File: config.mk
export PLATFORM = sky130hd
export DESIGN_NAME = johnson_counter_param
export DESIGN_NICKNAME = d
export VERILOG_FILES = /design/src/rtl/johnson_pkg.sv /design/src/rtl/johnson_counter_param_legal_chk.sv /design/src/rtl/johnson_counter_param.sv
export SDC_FILE = /design/constraint.sdc
export NUM_CORES = 1
export LEC_CHECK = 0
export CAP_MARGIN = 20
export CORE_UTILIZATION = 55
export DETAILED_ROUTE_END_ITERATION = 10
export PLACE_DENSITY = 0.78
export SYNTH_ARGS = -nofsm -noshare
export SYNTH_HDL_FRONTEND = slang
export SYNTH_SLANG_ARGS = --single-unit
File: constraint.sdc
create_clock -name clk -period 7.5 [get_ports clk]
set_input_delay 1.5 -clock clk [delete_from_list [all_inputs] [get_ports clk]]
set_output_delay 1.5 -clock clk [all_outputs]
set_load 0.02 [all_outputs]
File: src/rtl/johnson_pkg.sv
// johnson_pkg: shared types and helpers for the parametrised Johnson/ring counter.
//   state_t     : state zero-extended to the widest supported counter (32 bits)
//   dir_e       : step direction (up = shift left, down = shift right)
//   seed_of     : reset/recovery state for a given width and mode
//   period_of   : sequence length (2*W for Johnson, W for ring)
//   is_legal    : true when a state belongs to the selected sequence
//   decode_idx  : sequence position of a legal state
package johnson_pkg;

    localparam int unsigned MAX_WIDTH      = 32;
    localparam int unsigned DEFAULT_WIDTH  = 8;
    localparam int unsigned DEFAULT_PERIOD = 2 * DEFAULT_WIDTH;

    typedef logic [MAX_WIDTH-1:0] state_t;

    typedef enum logic {
        DIR_UP   = 1'b0,
        DIR_DOWN = 1'b1
    } dir_e;

    function automatic int unsigned period_of(input int unsigned width, input bit ring);
        return ring ? width : 2 * width;
    endfunction

    function automatic state_t seed_of(input int unsigned width, input bit ring);
        state_t s;
        s = '0;
        if (ring && width > 0) s[0] = 1'b1;
        return s;
    endfunction

    function automatic int unsigned ones_of(input state_t s, input int unsigned width);
        int unsigned c;
        c = 0;
        for (int unsigned i = 0; i < MAX_WIDTH; i++) begin
            if (i < width && s[i]) c++;
        end
        return c;
    endfunction

    // Johnson states are either a run of ones anchored at bit 0 (idx 0..W)
    // or a run of ones anchored at the MSB (idx W+1..2W-1).
    function automatic logic is_legal(input state_t s, input int unsigned width, input bit ring);
        int unsigned c;
        logic        low_ok;
        logic        high_ok;
        c       = ones_of(s, width);
        low_ok  = 1'b1;
        high_ok = 1'b1;
        for (int unsigned i = 0; i < MAX_WIDTH; i++) begin
            if (i < width) begin
                if (s[i] != (i < c))          low_ok  = 1'b0;
                if (s[i] != (i >= width - c)) high_ok = 1'b0;
            end
        end
        if (ring) return (c == 1);
        return low_ok || high_ok;
    endfunction

    function automatic int unsigned decode_idx(input state_t s, input int unsigned width, input bit ring);
        int unsigned c;
        int unsigned pos;
        c   = ones_of(s, width);
        pos = 0;
        for (int unsigned i = 0; i < MAX_WIDTH; i++) begin
            if (i < width && s[i] && pos == 0) pos = i;
        end
        if (ring) return pos;
        if (s[0] || c == 0) return c;
        return 2 * width - c;
    endfunction

endpackage

File: src/rtl/johnson_counter_param_legal_chk.sv
// johnson_legal_chk: combinational legality check and position decode.
//   state : candidate counter state
//   legal : state is a member of the selected sequence
//   idx   : sequence position of state (meaningful only when legal)
module johnson_legal_chk
    import johnson_pkg::*;
#(
    parameter int unsigned WIDTH = 8,
    parameter bit          RING  = 1'b0,
    parameter int unsigned IDXW  = $clog2(2 * WIDTH)
) (
    input  logic [WIDTH-1:0] state,
    output logic             legal,
    output logic [IDXW-1:0]  idx
);

    state_t ext;

    assign ext = state_t'(state);

    always_comb begin
        legal = is_legal(ext, WIDTH, RING);
        idx   = IDXW'(decode_idx(ext, WIDTH, RING));
    end

endmodule

File: src/rtl/johnson_counter_param.sv
// johnson_counter_param: parametrised Johnson / one-hot ring sequencer.
//   clk, reset : rising-edge clock, synchronous active-high reset
//   en, dir    : advance one step; 0 = up (shift left), 1 = down (shift right)
//   load, din  : synchronous parallel load (illegal din falls back to seed)
//   out, idx   : registered state and its registered sequence position
//   wrap       : one-cycle pulse after stepping into idx 0 (up) or PERIOD-1 (down)
//   err        : one-cycle pulse after illegal-state recovery or a rejected load
module johnson_counter_param
    import johnson_pkg::*;
#(
    parameter int unsigned WIDTH = 8,
    parameter bit          RING  = 1'b0,
    parameter int unsigned IDXW  = $clog2(2 * WIDTH)
) (
    input  logic             clk,
    input  logic             reset,
    input  logic             en,
    input  logic             dir,
    input  logic             load,
    input  logic [WIDTH-1:0] din,
    output logic [WIDTH-1:0] out,
    output logic [IDXW-1:0]  idx,
    output logic             wrap,
    output logic             err
);

    localparam int unsigned      PERIOD   = period_of(WIDTH, RING);
    localparam logic [WIDTH-1:0] SEED     = WIDTH'(seed_of(WIDTH, RING));
    localparam logic [IDXW-1:0]  IDX_LAST = IDXW'(PERIOD - 1);

    logic             din_legal;
    logic [IDXW-1:0]  din_idx;
    logic             out_legal;
    logic [IDXW-1:0]  out_idx;
    logic [WIDTH-1:0] step_up;
    logic [WIDTH-1:0] step_dn;
    logic [IDXW-1:0]  idx_up;
    logic [IDXW-1:0]  idx_dn;

    johnson_legal_chk #(.WIDTH(WIDTH), .RING(RING), .IDXW(IDXW)) u_din_chk (
        .state (din),
        .legal (din_legal),
        .idx   (din_idx)
    );

    johnson_legal_chk #(.WIDTH(WIDTH), .RING(RING), .IDXW(IDXW)) u_out_chk (
        .state (out),
        .legal (out_legal),
        .idx   (out_idx)
    );

    // Johnson feeds back the inverted end bit; ring feeds it back unchanged.
    always_comb begin
        step_up = RING ? {out[WIDTH-2:0], out[WIDTH-1]} : {out[WIDTH-2:0], ~out[WIDTH-1]};
        step_dn = RING ? {out[0], out[WIDTH-1:1]}       : {~out[0], out[WIDTH-1:1]};
        idx_up  = (idx == IDX_LAST) ? '0 : idx + IDXW'(1);
        idx_dn  = (idx == '0) ? IDX_LAST : idx - IDXW'(1);
    end

    always_ff @(posedge clk) begin
        if (reset) begin
            out  <= SEED;
            idx  <= '0;
            wrap <= 1'b0;
            err  <= 1'b0;
        end else if (load) begin
            wrap <= 1'b0;
            if (din_legal) begin
                out <= din;
                idx <= din_idx;
                err <= 1'b0;
            end else begin
                out <= SEED;
                idx <= '0;
                err <= 1'b1;
            end
        end else if (!out_legal) begin
            out  <= SEED;
            idx  <= '0;
            wrap <= 1'b0;
            err  <= 1'b1;
        end else if (en) begin
            err <= 1'b0;
            if (dir_e'(dir) == DIR_DOWN) begin
                out  <= step_dn;
                idx  <= idx_dn;
                wrap <= (idx_dn == IDX_LAST);
            end else begin
                out  <= step_up;
                idx  <= idx_up;
                wrap <= (idx_up == '0);
            end
        end else begin
            wrap <= 1'b0;
            err  <= 1'b0;
        end
    end

    // The registered idx tracks out without being decoded from it.
    always_ff @(posedge clk) begin
        if (!reset && out_legal) begin
            assert (idx == out_idx);
        end
    end

endmodule

==> results of run 1 <==
==> state kept, by name (all words and copies together), names as in the netlist <==
signal and count:
wrap 1, err 1, idx 4, out 8
==> worst register-to-register path: cells and delay by family (launching register included) <==
family / cells / cell delay [ps]
simple gates: 7 / 1100
compound gates: 14 / 2280
xor+xnor: 2 / 520
flops: 1 / 490
fa+ha+maj: 6 / 1840
buf+inv: 4 / 600
==> layout make-up <==
class	count	share of cell area, %
clock buffer	4	1.26
sequential	14	6.44
tap	77	2.20
multi-input combinational	409	75.8
inverter	27	2.38
timing repair buffer	58	11.9
==> worst max path at each step <==
stage | cells past startpoint | endpoint | startpoint
after floorplan | 32 | out[0] | din[1]
after global placement | 32 | idx[1] | din[0]
after detailed placement | 34 | out[0] | din[0]
after CTS | 34 | out[0] | din[0]
after global routing | 33 | out[7] | din[1]
final | 34 | out[7] | din[0]
==> per-stage QoR <==
step	TNS (ps)	power, mW	instance area (µm²)
2_1_floorplan	0	1.49	3760
3_3_place_gp	0	1.80	4150
3_5_place_dp	-736	1.85	4150
4_1_cts	0	1.94	4210
5_1_grt	-982	2.27	4370
6_report	0	2.09	4370
==> cells by family (layout without fill, tap and decap cells) <==
group	count (synthesis)	after routing	share of synthesized area, %
flops	14	14	7.47
fa+ha+maj	31	31	10.3
buf+inv	58	89	6.77
compound gates	127	127	26.5
mux	21	21	6.07
other cells	1	2	0.0999
simple gates	186	186	28.1
xor+xnor	42	42	14.7
==> synth_stat cells (4+ instances only) <==
| library cell | instances | share of area (%) |
|---|---|---|
| sky130_fd_sc_hd__nand2_1 | 39 | 3.9 |
| sky130_fd_sc_hd__ha_1 | 30 | 10 |
| sky130_fd_sc_hd__nor2_1 | 26 | 2.6 |
| sky130_fd_sc_hd__nand3_1 | 25 | 3.3 |
| sky130_fd_sc_hd__o21ai_0 | 25 | 3.3 |
| sky130_fd_sc_hd__inv_1 | 24 | 2.4 |
| sky130_fd_sc_hd__xnor2_1 | 20 | 4.7 |
| sky130_fd_sc_hd__clkbuf_1 | 18 | 1.8 |
| sky130_fd_sc_hd__mux2i_1 | 16 | 4.3 |
| sky130_fd_sc_hd__a21oi_1 | 14 | 1.9 |
| sky130_fd_sc_hd__dfxtp_1 | 14 | 7.5 |
| sky130_fd_sc_hd__and2_1 | 12 | 2.0 |
| sky130_fd_sc_hd__nor3_1 | 12 | 1.6 |
| sky130_fd_sc_hd__nand4_1 | 10 | 1.7 |
| sky130_fd_sc_hd__a211oi_1 | 9 | 1.8 |
| sky130_fd_sc_hd__xor2_1 | 9 | 2.1 |
| sky130_fd_sc_hd__buf_2 | 8 | 1.1 |
| sky130_fd_sc_hd__nand2b_1 | 8 | 1.3 |
| sky130_fd_sc_hd__a31oi_1 | 7 | 1.2 |
| sky130_fd_sc_hd__nor2b_1 | 7 | 1.2 |
| sky130_fd_sc_hd__a211oi_2 | 5 | 1.7 |
| sky130_fd_sc_hd__nand4b_1 | 5 | 1.2 |
| sky130_fd_sc_hd__o2111ai_1 | 5 | 1.2 |
| sky130_fd_sc_hd__o31ai_1 | 5 | 1.0 |
| sky130_fd_sc_hd__and3_1 | 4 | 0.67 |
| sky130_fd_sc_hd__mux2_2 | 4 | 1.2 |
| sky130_fd_sc_hd__nand3b_1 | 4 | 0.80 |
| sky130_fd_sc_hd__nor3b_1 | 4 | 0.80 |
| sky130_fd_sc_hd__o21a_1 | 4 | 0.80 |
| sky130_fd_sc_hd__o21bai_1 | 4 | 0.80 |
| sky130_fd_sc_hd__o22ai_1 | 4 | 0.67 |
==> timing repair <==
item | 4_1_cts | 5_1_grt
setup endpoints to repair | 0 | 14
resized for setup | 0 | 21
buffers inserted | 0 | 7
hold buffers | 0 | 0
endpoints found under the hold margin | 0 | 0
==> report_power, final <==
group / switching (mW) / internal, mW / total [mW]
Combinational: 1.01 / 0.842 / 1.85
Sequential: 0.0637 / 0.103 / 0.167
Clock: 0.0289 / 0.0466 / 0.0755
Total: 1.10 / 0.992 / 2.09
==> metal layers <==
metal	vias up	global-route usage, %	wire length, µm
met4	0	7.55	106
met3	15	2.65	656
li1	1851	-	-
met1	1815	39.5	4660
met5	-	0	0
met2	160	45.6	4650
==> results.md, run 1 <==
Run status:
- The run finished with clean final reports.

Worst setup path:
- At the worst endpoint, the required time is 7640 ps.
- The worst register-to-register path ends at out[2].
- The critical path is of the in2reg type.
- The number of buffers and inverters on the critical path is 5.
- The register-to-register setup slack is 560 ps.
- STA classifies the critical path startpoint as a primary input.
- The highest-delay cell along the critical path is sky130_fd_sc_hd__clkdlybuf4s50_1.
- The worst endpoint data arrival time is 7430 ps.
- The worst register-to-register path begins at out[1].
- The worst setup path is captured at a register.
- The maximum fanout along the worst path is 8.
- The kind of cell adding the most delay to the critical path is adder cells.
- The worst-case reg-to-reg path depth is 33.
- For this run, the slowest stage of the critical path takes approximately 490 ps.

Clock tree:
- The TritonCTS clock tree is built.
- No sink is reached through more buffers than the 2 on the longest clock path.
- The level count of the clock H-tree is 1.
- At the later pin of the worst-skew pair, clock insertion delay measures 250 ps.
- In this run the clock root is driven by a sky130_fd_sc_hd__clkbuf_8.
- The clock transition at the registers of the reported paths is about 60 ps.
- Counting every sink on the clock net gives 14.
- The number of buffers created by CTS is 3.

Timing:
- The final hold violation count is 0.
- In this run the tightest slew margin relative to its limit is between 40% and 50%.
- The worst path uses just under 100% of the clock period.
- For this run, the top clock speed supported by timing is about 0.14 GHz.
- Across all setup checks in the final design, the least slack found is between 200 and 250 ps.
- The tightest hold margin is 569 ps.
- The final max-slew violation count is 0.
- The setup-violating endpoint count in the final report is 0.
- At the pin with the least slew margin, the transition time is 837 ps.
- The worst-case clock skew is between 2 and 3 ps.
- The clock period could shrink to 7280 ps.

Detailed routing:
- In this run the remaining antenna-violating nets after routing total 0.
- The detailed router placed approximately 3800 vias in this run.
- The number of DRC violations after detailed-routing iteration 0 is 332.
- The number of optimization iterations in the first detailed-route pass is 7.
- The per-cell routed wire length is 17.1 µm.
- The residual DRC count is 0.
- The overall routed net length is about 10000 µm.
- The detailed-route vias per instance is 6.52.

Cells and area:
- The final core utilization is 67.7%.
- Excluding fillers, the count of instances in the completed layout stands at 589.
- The repair_antennas step left the layout with diodes totalling 0.
- The fraction of final layout cells with drive strength greater than 1 is 18.6%.
- The number of inserted filler cells in the final layout is about 560.
- The multi-input combinational cells in the finished layout cover a total of 3310 µm².
- After the last flow step, the layout net total stands at 556.
- Compared with the post-synthesis result, the final layout area differs by 16.5%.
- The area of all sequential standard cells is approximately 280 µm².
- In the layout the commonest cells are sky130_fd_sc_hd__nand2_1, sky130_fd_sc_hd__buf_4, sky130_fd_sc_hd__ha_1, sky130_fd_sc_hd__clkdlybuf4s50_1.
- The most common cell after layout, fill and taps aside is sky130_fd_sc_hd__nand2_1.

Synthesis:
- After synthesis, flip-flops and latches occupy 7.47% of the total area.
- The count of different cell masters after synthesis is 97.
- The most used flip-flop cell after synthesis is sky130_fd_sc_hd__dfxtp_1.
- The number of enable-type register cells in the synthesized netlist is 0.
- The async set or reset register ratio after synthesis is 0%.
- The mapped netlist covers 3750 µm².
- The total of warnings raised by yosys is 0.
- Counting flops and latches in the post-synthesis netlist gives 14.
- A synthesized cell averages 7.82 µm².
- The cell count after synthesis is 480.

Worst hold path:
- The worst hold path stage count is 2.
- The path category of the worst min-delay check is reg2reg.
- The capture endpoint of the worst hold path is idx[1].
- The launch instance of the worst min-delay path is idx[1].

Global route:
- The total congestion overflow is 0.
- Across every metal layer, demand over resource in global routing totals 28.0%.
- The initial antenna violation count is 0.
- The via count of the first global-routing pass is approximately 3500.
- The global-route wire length before repair is 16400 µm.
- Entering global routing, the biggest net connects 20 pins.

Die:
- During I/O placement, the number of pins put on the boundary was 27.
- Measured along the x axis, the die boundary spans roughly 85 µm.
- The number of core rows is 29.
- The initial utilization of the core area, before any placement, comes to 58.1%.
- The die area is approximately 7200 µm².
- The core region area is 6460 µm².
- The die extent in y is between 80 and 90 µm.

Place:
- After legalization and detailed placement, the total HPWL measured roughly 7500 µm.
- Buffers placed on the I/O ports in this run total 26.
- In this run, placement finished with an instance count of 578.
- The global placer's final weighted congestion is 0.911.
- The setup slack at placement is -83.3 ps.

Power and ir drop:
- The maximum vdd ir drop is 0.000314 V.
- The power per cell area is 478 nW/µm².
- Summed over all cells, the static leakage comes to 1.73 nW.

Job:
- The number of maximum-capacitance violations is 0.
No activity file was read; power rests on OpenSTA's default activity.
==> run 2, diff against run 1 <==
- CORE_MARGIN: not set -> 2
- REMOVE_ABC_BUFFERS: not set -> 1
==> run 2 against run 1 <==
Count of clock-buffer cells in the layout did not move. Core utilization fell by 1.7 points. Die area rose by 4.8%. Combinational power barely moved. Register-to-register slack improved by 130 ps. Flip-flop and latch count did not move. Worst setup slack improved by 15 ps. Largest power group unchanged.
==> results.md, run 2 (synthesis results as in run 1) <==
Run status:
- The run finished with clean final reports.

Power and ir drop:
- The power per cell area is 468 nW/µm² (-2.1%).
- The maximum vdd ir drop is 0.000196 V (-38%).
- The static leakage power is 1.74 nW (+0.71%).
- The clock share of power is 3.7% (about the same).
- The combinational power share was 88.6% (+0.2 points).
- The power dissipated by switching net loads is 1.09 mW (-0.59%).
- The switching part of the total power is 52.9% (+0.39 points).
- The overall power of the completed layout is 2.06 mW (-1.3%).
- The sequential group share of total power is 7.7% (-0.3 points).
- The design internal power is 0.971 mW (-2.1%).

Place:
- The cell area after placement is 4180 µm² (+0.63%).
- The global placer's final weighted congestion was 0.938 (+3.0%).
- The HPWL after detailed placement came to 7730 µm (+2.8%).
- The setup slack at placement is -84.4 ps (-1.03 ps).
- The number of cells in the design after placement is 584 (+1.0%).
- The number of buffers added on ports is 26 (unchanged).

Clock tree:
- The number of buffers on the longest clock path is 2 (unchanged).
- The cell at the root of the clock tree is sky130_fd_sc_hd__clkbuf_8.
- The level count of the clock H-tree came to 1 (unchanged).
- The TritonCTS clock tree is built.
- The clock transition at the registers of the reported paths is 60 ps (about the same).
- The number of buffers created by CTS is 3 (unchanged).
- The CTS sink count is 14 (unchanged).
- The clock latency at the later pin of the worst-skew pair is 250 ps (about the same).
- The number of buffers inserted by hold repair at cts is 0 (unchanged).

Cells and area:
- The register name with the most flops is out.
- The area taken by multi-input logic gates is 3330 µm² (+0.64%).
- The final core utilization is 66.0% (-1.7 points).
- The final design area excluding fillers came to 4410 µm² (+0.83%).
- The final antenna diode count is 0 (unchanged).
- The number of inserted filler cells in the final layout is 563 (+1.3%).
- The flip-flop count of the largest register after layout was 8 (unchanged).
- The fraction of final layout cells with drive strength greater than 1 is 20.4% (+1.8 points).
- The final-stage net count is 559 (+0.54%).
- The area of all sequential standard cells is 280 µm² (-0.44%).
- In the layout the commonest cells are sky130_fd_sc_hd__nand2_1, sky130_fd_sc_hd__buf_4, sky130_fd_sc_hd__ha_1.
- The most common cell after layout, fill and taps aside is sky130_fd_sc_hd__nand2_1.
- Relative to the synthesized area, the layout overhead comes to 17.4%.
- The largest registers in the layout are out (8), idx (4).
- The number of non-filler instances in the completed layout is 595 (+1.0%).

Job:
- The number of maximum-capacitance violations is 0 (unchanged).

Timing:
- The final max-slew violation count is 0 (unchanged).
- The transition time at the pin with the least slew margin was 780 ps (-57.1 ps).
- The worst-case clock skew was 4.92 ps (+2.07 ps).
- The setup slack of the critical path after layout is 230 ps (+14.5 ps).
- The portion of the clock cycle consumed by the worst path in the final layout is 96.9% (-0.19 points).
- The max-slew headroom at the worst pin was 47.8% (+3.8 points).
- The final critical path time including I/O delays and setup is 7270 ps (-14.5 ps).
- The upper clock frequency limit is 0.138 GHz (+0.20%).
- The setup-violating endpoint count in the final report is 0 (unchanged).
- The final sum of negative setup slack came to 0 ps (unchanged).
- The tightest hold margin is 600 ps (+31.8 ps).
- The final hold violation count was 0 (unchanged).

Detailed routing:
- The number of DRC violations after detailed-routing iteration 0 was 279 (-16%).
- The overall routed net length is 10300 µm (+2.2%).
- The detailed-route vias per instance is 6.49 (-0.54%).
- The residual DRC count came to 0 (unchanged).
- The via count of the routed design is 3859 (+0.47%).
- The number of antenna-violating nets in the routed design is 0 (unchanged).
- The per-cell routed wire length came to 17.3 µm (+1.2%).
- The number of optimization iterations in the first detailed-route pass is 5 (-2).
- The met2 layer wire length in the routed design is 5180 µm (+11%).
- The detailed-routing wirelength on met1 is 4380 µm (-6.0%).
- Signal routing reaches up to met4.
- The length of routed met3 wiring is 487 µm (-26%).

Worst setup path:
- The maximum fanout along the worst path is 8 (unchanged).
- The critical path's largest stage delay is 490 ps (about the same).
- The data required time of the critical path was 7700 ps (+60 ps).
- The worst setup path is launched from a primary input.
- The largest individual stage delay along the critical path comes from the cell sky130_fd_sc_hd__clkdlybuf4s50_1.
- The most used cell along the critical path is sky130_fd_sc_hd__ha_1.
- STA classifies the critical path endpoint as a register.
- The setup path with the least slack is of type in2reg.
- The worst endpoint data arrival time is 7470 ps (+40 ps).
- The register-to-register setup slack was 690 ps (+130 ps).

Die:
- The starting density of the core is 56.2% (-1.9 points).
- The horizontal die dimension came to 86.6 µm (+2.4%).
- The die area came to 7500 µm² (+4.8%).
- The die extent in y is 86.6 µm (+2.4%).
- The number of core rows was 30 (+3.4%).
- The top-level port count is 27 (unchanged).
- The core region area is 6680 µm² (+3.4%).

Global route:
- The maximum number of pins on one net before global-route repair came to 20 (unchanged).
- The global-route wire length before repair is 16800 µm (+2.4%).
- The total routing usage reported by global routing is 27.1% (-0.90 points).
- The initial antenna violation count is 0 (unchanged).
- The via count of the first global-routing pass is 3606 (+1.7%).
- The total congestion overflow is 0 (unchanged).

Worst hold path:
- The path category of the worst min-delay check is reg2reg.
-- run 2: area by class of cell --
class | instances | share of cell area (%)
clock buffers | 4 | 1.25
repair buffers | 61 | 12.1
inverters | 27 | 2.36
well taps | 80 | 2.27
multi-input cells | 409 | 75.7
flip-flops and latches | 14 | 6.36
-- run 2: repair_timing --
item / CTS / global route
gates resized for setup: 0 / 26
setup buffers: 0 / 6
hold endpoints to repair: 0 / 0
endpoints found under the setup margin: 0 / 13
-- run 2: path summary, 6_finish.rpt --
kind,end,startpoint,cells after the start
setup / recovery,out[6],din[0],34
setup reg to reg,out[5],out[0],32
hold / removal,idx[0],idx[0],2
hold reg to reg,idx[0],idx[0],2
-- run 2: per-layer routing --
layer,GRT usage (%),vias to the layer above
met4,8.10,0
met3,1.90,27
met1,35.5,1846
li1,-,1855
met2,47.6,131
met5,0,-
-- run 2: critical path: cells and delay by family --
family / cells / cell delay [ps]
fa+ha+maj: 7 / 1880
compound gates: 7 / 980
mux: 1 / 250
buf+inv: 5 / 1040
simple gates: 12 / 1560
xor+xnor: 2 / 260
-- run 2: power groups by stage --
stage / registers, mW / logic, mW / clock network [mW]
after floorplan: 0.186 / 1.26 / 0
after global placement: 0.156 / 1.66 / 0
after detailed placement: 0.157 / 1.71 / 0
after CTS: 0.157 / 1.72 / 0.0778
after global routing: 0.163 / 2.02 / 0.0818
final: 0.158 / 1.83 / 0.0765
==> run 3, diff against run 2 <==
- REMOVE_ABC_BUFFERS: 1 -> not set
==> run 3 against run 2 <==
Flip-flop and latch count did not move. Worst hold slack got worse by 31 ps. Clock power fell by 3.1%. Total power rose by 2.2%. Highest routed layer unchanged. Critical endpoint is now out[5]. Largest cell class unchanged. Die area did not move. Sequential power barely moved. Non-clock buffer count rose by 3. Largest power group unchanged.
==> results.md, run 3 (synthesis results as in run 1) <==
Worst hold path:
- The worst hold path stage count is 2 (unchanged).
- The launch instance of the worst min-delay path is idx[1].
- The capture endpoint of the worst hold path is idx[1].
- In this run the worst hold path is classified as reg2reg.

Worst setup path:
- STA classifies the critical path endpoint as a register.
- The worst setup path is launched from a primary input.
- The register-to-register setup slack is 660 ps (-30 ps).
- The maximum fanout along the worst path is 8 (unchanged).
- The worst endpoint data arrival time is 7370 ps (-100 ps).
- The data required time of the critical path is 7630 ps (-70 ps).
- The critical path start-end classification is in2reg.
- The critical path's largest stage delay is 520 ps (+30 ps).
- The worst register-to-register path ends at out[4].
- The highest-delay cell along the critical path is sky130_fd_sc_hd__clkdlybuf4s50_1.
- The origin of the critical flop-to-flop path is out[1].
- The worst-case reg-to-reg path depth is 32 (unchanged).
- Counting stages on the worst path, the most repeated cell is sky130_fd_sc_hd__ha_1.

Place:
- The HPWL after detailed placement came to 7550 µm (-2.4%).
- The global placer's final weighted congestion was 0.929 (-0.93%).
- The number of buffers added on ports was 26 (unchanged).
- The number of cells in the design after placement came to 582 (-0.34%).

Die:
- The top-level port count is 27 (unchanged).
- The die area came to 7500 µm² (unchanged).
- The number of core rows was 30 (unchanged).
- The starting density of the core is 56.2% (unchanged).
- The core region area is 6680 µm² (unchanged).
- The die extent in y is 86.6 µm (unchanged).
- The horizontal die dimension is 86.6 µm (unchanged).

Timing:
- The final hold violation count is 0 (unchanged).
- The final critical path time including I/O delays and setup was 7240 ps (-32.3 ps).
- The portion of the clock cycle consumed by the worst path in the final layout came to 96.5% (-0.43 points).
- The final max-slew violation count is 0 (unchanged).
- The setup-violating endpoint count in the final report is 0 (unchanged).
- The worst-case clock skew is 1.65 ps (-3.28 ps).
- The transition time at the pin with the least slew margin is 761 ps (-18.9 ps).
- The max-slew headroom at the worst pin is 49.1% (+1.3 points).
- The final sum of negative setup slack was 0 ps (unchanged).
- The upper clock frequency limit came to 0.138 GHz (+0.45%).

Global route:
- The global-route wire length before repair is 16300 µm (-3.3%).
- The total routing usage reported by global routing is 26.5% (-0.60 points).
- The total congestion overflow is 0 (unchanged).
- The maximum number of pins on one net before global-route repair is 20 (unchanged).
- The via count of the first global-routing pass is 3430 (-4.9%).
- The initial antenna violation count was 0 (unchanged).

Cells and area:
- The final antenna diode count came to 0 (unchanged).
- In the final layout, the registers with the most flip-flops are out (8), idx (4).
- The final-stage net count is 562 (+0.54%).
- The flip-flop count of the largest register after layout is 8 (unchanged).
- The register name with the most flops is out.
- The final core utilization is 65.4% (-0.60 points).
- The number of non-filler instances in the completed layout is 598 (+0.50%).
- The fraction of final layout cells with drive strength greater than 1 is 19.7% (-0.70 points).
- The most common cell after layout, fill and taps aside is sky130_fd_sc_hd__buf_4.
- Leaving out fill and tap cells, the most frequent cells in the layout are sky130_fd_sc_hd__buf_4, sky130_fd_sc_hd__nand2_1, sky130_fd_sc_hd__ha_1, sky130_fd_sc_hd__clkdlybuf4s50_1.
- From synthesis to final layout, the design area changed by 16.4%.

Detailed routing:
- The number of antenna-violating nets in the routed design is 0 (unchanged).
- The number of optimization iterations in the first detailed-route pass came to 5 (unchanged).
- The detailed-route vias per instance is 6.45 (-0.50%).
- The number of DRC violations after detailed-routing iteration 0 is 263 (-5.7%).
- The per-cell routed wire length was 16.9 µm (-2.2%).
- The via count of the routed design is 3859 (unchanged).
- The overall routed net length was 10100 µm (-1.7%).
- The residual DRC count is 0 (unchanged).

Clock tree:
- The number of buffers created by CTS was 3 (unchanged).
- The tree is rooted in a sky130_fd_sc_hd__clkbuf_8.
- The clock transition at the registers of the reported paths is 60 ps (about the same).
- The CTS sink count is 14 (unchanged).
- The number of buffers inserted by hold repair at cts is 0 (unchanged).
- The clock latency at the later pin of the worst-skew pair was 250 ps (about the same).
- The TritonCTS clock tree is built.
- The number of buffers on the longest clock path is 2 (unchanged).
- The level count of the clock H-tree came to 1 (unchanged).

Run status:
- The run finished with clean final reports.

Power and ir drop:
- The maximum vdd ir drop is 0.000332 V (+69%).
- The overall power of the completed layout is 2.11 mW (+2.2%).
- The static leakage power is 1.74 nW (about the same).
- The power per cell area is 483 nW/µm² (+3.1%).

Job:
- The number of maximum-capacitance violations is 0 (unchanged).
==> run 3: critical path, delay by kind of cell <==
kind / cells / cell delay, ps
adders and majority gates: 7 / 1870
AOI/OAI and AO/OA: 10 / 1820
and+or+nand+nor: 11 / 1160
buffers and inverters: 4 / 860
xor gates and xnor gates: 1 / 150
==> run 3: metal layers <==
metal / wire length [µm] / vias to the layer above / track usage (%)
li1: - / 1863 / -
met3: 553 / 4 / 2.29
met4: 19 / 0 / 2.56
met1: 4720 / 1865 / 38.6
met5: 0 / - / 0
met2: 4840 / 127 / 44.1
==> run 3: what timing repair did <==
| action | 4_1_cts | 5_1_grt |
|---|---|---|
| gates resized for setup | 0 | 18 |
| endpoints found under the setup margin | 0 | 13 |
| buffers inserted | 0 | 12 |
==> run 3: worst max path at each step <==
stage | start | endpoint | slack [ps] | depth (start not counted)
6_report | din[0] | out[5] | 260 | 33
5_1_grt | din[1] | out[4] | -30 | 35
4_1_cts | din[0] | out[5] | 130 | 34
3_5_place_dp | din[0] | out[5] | -100 | 34
3_3_place_gp | din[0] | out[4] | 70 | 33
2_1_floorplan | din[1] | out[0] | 50 | 32
==> run 3: power by group <==
| part | internal [mW] | switching, mW | total [mW] |
|---|---|---|---|
| logic | 0.864 | 1.01 | 1.88 |
| registers | 0.103 | 0.0547 | 0.157 |
| clock network | 0.0465 | 0.0276 | 0.0741 |
==> run 3: per-stage QoR <==
stage / area (µm²) / hold slack, ps / worst slack [ps]
after floorplan: 3760 / 608 / 48.1
after global placement: 4160 / 560 / 68.5
after detailed placement: 4160 / 562 / -103
after CTS: 4220 / 573 / 129
after global routing: 4370 / 593 / -27.4
final: 4370 / 569 / 262
==> run 3: layout make-up <==
class                           instances  area [µm²]
Clock buffer                            4        55.1
Fill cell                             580        2310
Inverter                               27         104
Multi-Input combinational cell        409        3280
Sequential cell                        14         280
Tap cell                               80         100
Timing Repair Buffer                   64         546
